## src/rtl/matmul_pkg.sv

```systemverilog
// Shared widths, signed element types and FSM state encoding for the matmul golden checker.
package matmul_pkg;
    localparam int MATMUL_DATA_WIDTH = 8;
    localparam int MATMUL_BUS_WIDTH  = 16;
    localparam int MATMUL_N_DIM      = 4;

    typedef logic signed [MATMUL_DATA_WIDTH-1:0] matmul_elem_t;
    typedef logic signed [MATMUL_BUS_WIDTH-1:0]  matmul_bus_t;

    typedef enum logic [1:0] {
        ST_IDLE,
        ST_COMPUTE,
        ST_COMPARE,
        ST_DONE
    } matmul_state_t;
endpackage

```

## src/rtl/matmul_golden_mac.sv

```systemverilog
// Single signed multiply-accumulate step; MATMUL_GOLDEN_SAT_EN selects saturating
// accumulation, otherwise the sum wraps in BUS_WIDTH.
module matmul_golden_mac
    import matmul_pkg::*;
#(
    parameter int DATA_WIDTH = MATMUL_DATA_WIDTH,
    parameter int BUS_WIDTH  = MATMUL_BUS_WIDTH
) (
    input  logic signed [DATA_WIDTH-1:0] a,
    input  logic signed [DATA_WIDTH-1:0] b,
    input  logic signed [BUS_WIDTH-1:0]  acc,
    output logic signed [BUS_WIDTH-1:0]  acc_next
);
    localparam int PW = 2 * DATA_WIDTH;

    logic signed [PW-1:0] prod;

    assign prod = PW'(a) * PW'(b);

`ifdef MATMUL_GOLDEN_SAT_EN
    // One guard bit above the wider operand is enough to see any overflow.
    localparam int SW = ((BUS_WIDTH > PW) ? BUS_WIDTH : PW) + 1;
    localparam logic signed [SW-1:0] SAT_MAX = {{(SW-BUS_WIDTH+1){1'b0}}, {(BUS_WIDTH-1){1'b1}}};
    localparam logic signed [SW-1:0] SAT_MIN = {{(SW-BUS_WIDTH+1){1'b1}}, {(BUS_WIDTH-1){1'b0}}};

    logic signed [SW-1:0] sum;

    assign sum = SW'(acc) + SW'(prod);

    always_comb begin
        acc_next = sum[BUS_WIDTH-1:0];
        if (sum > SAT_MAX) begin
            acc_next = SAT_MAX[BUS_WIDTH-1:0];
        end else if (sum < SAT_MIN) begin
            acc_next = SAT_MIN[BUS_WIDTH-1:0];
        end
    end
`else
    assign acc_next = acc + BUS_WIDTH'(prod);
`endif
endmodule

```

## config.mk

```make
export PLATFORM = sky130hd
export DESIGN_NAME = matmul_golden_mac
export DESIGN_NICKNAME = d
export VERILOG_FILES = /design/src/rtl/matmul_pkg.sv /design/src/rtl/matmul_golden_mac.sv
export SDC_FILE = /design/constraint.sdc
export NUM_CORES = 1
export LEC_CHECK = 0
export CAP_MARGIN = 40
export CORE_MARGIN = 3
export CORE_UTILIZATION = 40
export DETAILED_ROUTE_END_ITERATION = 7
export PLACE_DENSITY = 0.74
export SKIP_LAST_GASP = 1
export SLEW_MARGIN = 0
export SYNTH_ARGS = -nofsm -noshare
export SYNTH_HDL_FRONTEND = slang
export SYNTH_SLANG_ARGS = --single-unit
```

## constraint.sdc

```tcl
create_clock -name vclk -period 6.4
set_input_delay 0.64 -clock vclk [all_inputs]
set_output_delay 0.64 -clock vclk [all_outputs]
set_load 0.005 [all_outputs]
```

==> run summary, run 1 <==
status: complete, no violations
setup slack at placement: -0.0117 ns
post-synthesis simple-gate area fraction: 12.8%
Final WS setup: 0.208 ns
fillers: 648
Gate Count Post-Synth: 301
Synth Net Count: 441
synth top area cells: fa_1 49%, ha_1 16%, inv_1 9.1%
PwrDens: 544 nW/um2
count leader, synth: fa_1
Hold Crit Class: in -> out
chip width: 91.2 um
grt met3 use: 0.414%
max-slew violations: 0
Yosys cell types: 28
Min Hold Slack: 2.28 ns
Seq/Total Area, Yosys: 0%
die footprint: 8310 um2
GR met2 Demand/Resource: 27.8%
Peak VDD IR: 0.580 mV
startpoint types: input port
Max Freq: 161 MHz
number of clock buffers in the layout: 0
min Tclk post-route: 6.19 ns
Syn Std Cell Area: 2900 um2
WL final: 5600 um
PortBufs: 48
area share of the largest cell type after synthesis: 49.0%
adder and majority gate portion of the synthesized area: 64.9%
Final GP Congestion: 0.782
Vias/cell: 4.80
antenna fix cells: 0
Synth Area in Compound Gates: 6.98%
setup TNS: 0 ns
Ports: 48
fin crit share: 96.8%
Max-Cap Viols: 0
Routed Antenna Nets: 0
most used standard cells in the synthesized netlist: 71 x fa_1, 70 x inv_1, 37 x ha_1, 32 x and2_1, 26 x nand2_1
Post-Synth XOR/XNOR Area: 6.03%
fin nets: 499
Hold Vio Cnt, Final: 0
vias: 2,174
mux cell area share after synthesis: 0%
Vert. Die Dim: 91.2 um
cell taking the most area after synthesis: fa_1
GRT Util Overall: 14.1%
crit path kind: in -> out
relative slew slack: 77.9%
multi-input logic area: 2650 um2
hold_buf cts: 0
DR iter-0 viols: 73
largest family of logic cells by synthesized area: adder cells
largest net degree at the start of global routing: 9
drt wl/cell: 12.4 um
seq_cells: 0
dpl hpwl: 5140 um
CORE AREA: 6910 um2
warnings from Yosys: 0
final number of setup-violating endpoints: 0
vias in the first global route: 2,300
gr busiest metal: met2
unrepaired setup endpoints after global routing: no
layout cell share with drive strength beyond 1: 4.48%
Rows: 30
Worst setup EP type: output pin
initial core utilization: 42.0%
crit path max fanout: 3
DRT Pass-1 Iters: 4
met1 Use GR: 17.7%
P_leak: 1.93 nW
grt total ovfl: 0
synth-to-layout area growth: 25.2%
syn avg cell area: 9.64 um2
first-pass GRT wire length: 9870 um
Worst EP required: 5.76 ns
Worst Tran Pin Value: 0.331 ns
CP arrival: 5.55 ns
DRC viols: 0
Reg area: 0 um2
initial antenna violation count: 0
==> metrics by stage <==
step                      cell area, um2  power [mW]  cells  util [%]
after floorplan                     2900        1.19    301         -
after global routing                3630        2.22    453      52.6
after CTS                           3580        1.99    453      51.8
final                               3630        1.98    453      52.6
after detailed placement            3580        1.97    453      51.8
after global placement              3580        1.93    453      51.8
==> per-layer routing <==
layer	vias to the layer above	wire length (um)
met1	1112	2300
li1	1020	-
met5	-	0
met3	4	140
met4	0	44
met2	38	3110
==> cell type report <==
cell class         count  area share, %
inverters             71           7.33
well taps             96           3.31
repair buffers        57           16.5
multi-input cells    229           72.9
==> path summary, 6_finish.rpt <==
path,from,endpoint,slack [ns],cells past startpoint
setup / recovery,b[7],acc_next[15],0.21,15
hold / removal,a[0],acc_next[0],2.28,4
==> cells in the final DEF (no fill, tap or decap), drive strengths merged, types with 5 or more instances in the layout <==
cell type	synthesis	routed
fa	71	71
inv	70	70
ha	37	37
clkdlybuf4s50	0	33
and2	32	32
nand2	26	26
xnor2	17	17
dlymetal6s2s	0	15
buf	0	9
nor2	8	8
a21oi	8	8
o21ai	5	5
==> where the power goes <==
part / total, mW / switching (mW) / internal, mW / leakage, nW
registers: 0 / 0 / 0 / 0
clock network: 0 / 0 / 0 / 0
logic: 1.98 / 0.865 / 1.11 / 1.93
==> kinds of logic after synthesis <==
family,count (synthesis)
AOI/OAI and AO/OA,28
xor gates and xnor gates,20
adders and majority gates,108
buffers and inverters,72
and+or+nand+nor,73
==> repair_timing <==
| item | in CTS | in global routing |
|---|---|---|
| gates resized for setup | 1 | 18 |
| setup endpoints to repair | 1 | 6 |
| buffers inserted | 0 | 0 |
| pin swaps | 0 | 2 |
==> critical path, stage by stage <==
cell             delay (ns)
clkdlybuf4s50_1        0.48
clkinv_1               0.13
fa_1                   0.56
inv_1                  0.05
fa_1                   0.48
fa_1                   0.52
fa_1                   0.57
fa_1                   0.48
ha_4                   0.31
o21ai_0                0.07
o21bai_1               0.26
o21ai_2                0.11
a31oi_1                0.23
xnor2_1                0.15
clkdlybuf4s50_1        0.52
(Power assumes the default switching activity.)
==> inputs of run 2 (changes only) <==
--- a/config.mk
+++ b/config.mk
@@ -7,9 +7,10 @@
 export LEC_CHECK = 0
 export CAP_MARGIN = 40
 export CORE_MARGIN = 3
-export CORE_UTILIZATION = 40
+export CORE_UTILIZATION = 50
 export DETAILED_ROUTE_END_ITERATION = 7
-export PLACE_DENSITY = 0.74
+export PLACE_DENSITY = 0.87
+export SETUP_SLACK_MARGIN = 0.5
 export SKIP_LAST_GASP = 1
 export SLEW_MARGIN = 0
 export SYNTH_ARGS = -nofsm -noshare
==> run summary, run 2 (synthesized netlist as in run 1, its figures left out) <==
status: complete, no violations (unchanged)
Worst Tran Pin Value: 0.322 ns (was 0.331 ns)
min Tclk post-route: 5.74 ns (was 6.19 ns)
Logic pwr share: 100.0% (about the same)
fin nets: 503 (was 499)
max-slew violations: 0 (unchanged)
Vias/cell: 5.01 (was 4.80)
P_leak: 1.85 nW (was 1.93 nW)
PwrDens: 558 nW/um2 (was 544 nW/um2)
switch share: 46.5% (was 43.8%)
CORE AREA: 5570 um2 (was 6910 um2)
crit path max fanout: 4 (was 3)
CP arrival: 5.10 ns (was 5.55 ns)
relative slew slack: 78.6% (was 77.9%)
fin crit share: 89.7% (was 96.8%)
final number of setup-violating endpoints: 0 (unchanged)
die footprint: 6760 um2 (was 8310 um2)
Peak VDD IR: 0.568 mV (was 0.580 mV)
switching power: 0.948 mW (was 0.865 mW)
vias in the first global route: 2,412 (was 2,300)
Worst setup EP type: output pin (unchanged)
grt total ovfl: 0 (unchanged)
DRT Pass-1 Iters: 4 (unchanged)
startpoint types: input port (unchanged)
DR iter-0 viols: 73 (unchanged)
unrepaired setup endpoints after global routing: yes (was no)
Max-Cap Viols: 0 (unchanged)
Reg area: 0 um2 (unchanged)
vias: 2,169 (was 2,174)
first-pass GRT wire length: 10,600 um (was 9870 um)
Vert. Die Dim: 82.2 um (was 91.2 um)
GRT Util Overall: 19.9% (was 14.1%)
Routed Antenna Nets: 0 (unchanged)
antenna fix cells: 0 (unchanged)
Max Freq: 174 MHz (was 161 MHz)
Rows: 27 (was 30)
clock network fraction of design power: 0% (about the same)
PortBufs: 48 (unchanged)
Int Pwr: 1.09 mW (was 1.11 mW)
synth-to-layout area growth: 25.9% (was 25.2%)
chip width: 82.2 um (was 91.2 um)
Hold Path Depth: 3 (was 4)
Hold Crit Class: in -> out (unchanged)
initial antenna violation count: 0 (unchanged)
commonest non-fill, non-tap cells in the layout: 70 x inv_1, 70 x fa_1, 32 x and2_1, 29 x ha_1 (was 71 x fa_1, 70 x inv_1, 36 x ha_1, 33 x clkdlybuf4s50_1, 32 x and2_1)
number of clock buffers in the layout: 0 (unchanged)
hold_buf cts: 0 (unchanged)
initial core utilization: 52.1% (was 42.0%)
largest net degree at the start of global routing: 9 (unchanged)
dpl hpwl: 5410 um (was 5140 um)
Hold Vio Cnt, Final: 0 (unchanged)
drt wl/cell: 14.2 um (was 12.4 um)
Post-Route Utilization: 65.5% (was 52.6%)
layout cell share with drive strength beyond 1: 9.97% (was 4.48%)
crit path kind: in -> out (unchanged)
Final GP Congestion: 0.885 (was 0.782)
Worst EP required: 5.76 ns (about the same)
DRC viols: 0 (unchanged)
Reg power frac: 0% (about the same)
Ports: 48 (unchanged)
WL final: 6170 um (was 5600 um)
seq_cells: 0 (unchanged)
Min Hold Slack: 2.37 ns (was 2.28 ns)
[run 2: cell types whose count changed in the layout (fill, tap and decap cells not counted), moves of 2 or more]
cell / previous run / this run
dlymetal6s2s_1: 15 / 2
clkdlybuf4s50_1: 33 / 26
clkbuf_2: 0 / 2
buf_4: 8 / 12
ha_1: 36 / 29
ha_4: 1 / 4
dlygate4sd2_1: 0 / 16
ha_2: 0 / 4
clkdlybuf4s15_1: 0 / 2
[run 2: final cells by class]
| cell class | instances | area, um2 |
|---|---|---|
| Fill cell | 449 | 1920 |
| Tap cell | 72 | 90.1 |
| Inverter | 71 | 268 |
| Multi-Input combinational cell | 229 | 2730 |
| Timing Repair Buffer | 61 | 566 |
[run 2: timing repair]
action,4_1_cts,5_1_grt
setup buffers,3,3
endpoints found under the setup margin,8,5
resized for setup,34,14
pin swaps,8,6
[run 2: stage by stage]
stage | setup WS (ns) | power, mW | instances | setup TNS [ns] | area (um2)
6_report | 0.659 | 2.04 | 433 | 0 | 3650
5_1_grt | 0.461 | 2.28 | 433 | 0 | 3650
4_1_cts | 0.306 | 1.93 | 430 | 0 | 3580
3_5_place_dp | -0.0210 | 1.94 | 427 | -0.0412 | 3530
3_3_place_gp | 0.0735 | 1.87 | 427 | 0 | 3530
2_1_floorplan | 1.06 | 1.19 | 301 | 0 | 2900
[run 2: power by group through the flow]
| stage | clock network (mW) | registers (mW) | logic (mW) |
|---|---|---|---|
| after detailed placement | 0 | 0 | 1.94 |
| final | 0 | 0 | 2.04 |
| after CTS | 0 | 0 | 1.93 |
| after floorplan | 0 | 0 | 1.19 |
| after global placement | 0 | 0 | 1.87 |
| after global routing | 0 | 0 | 2.28 |
[run 2: worst max-delay path, cell delays in order]
cell and delay, ns:
clkdlybuf4s50_1 0.46, inv_1 0.07, fa_1 0.53, inv_1 0.05
fa_1 0.49, inv_1 0.04, fa_1 0.47, inv_1 0.06
fa_1 0.48, ha_1 0.31, ha_1 0.25, a211oi_1 0.26
o21bai_1 0.15, buf_4 0.15, o21ai_2 0.19, nand2_1 0.10
xor2_1 0.15, dlygate4sd2_1 0.26
[run 2: path summary, 6_finish.rpt]
path	startpoint	to	slack, ns
worst min-delay path	acc[0]	acc_next[0]	2.37
worst max-delay path	acc[6]	acc_next[13]	0.66
[run 2: per-layer routing]
metal | global-route usage [%] | part of all wire (%) | up-vias
met5 | 0 | 0 | -
met4 | 1.33 | 0.23 | 0
met3 | 0.434 | 1.8 | 2
met2 | 40.5 | 59 | 35
met1 | 24.0 | 39 | 1101
li1 | - | - | 1031
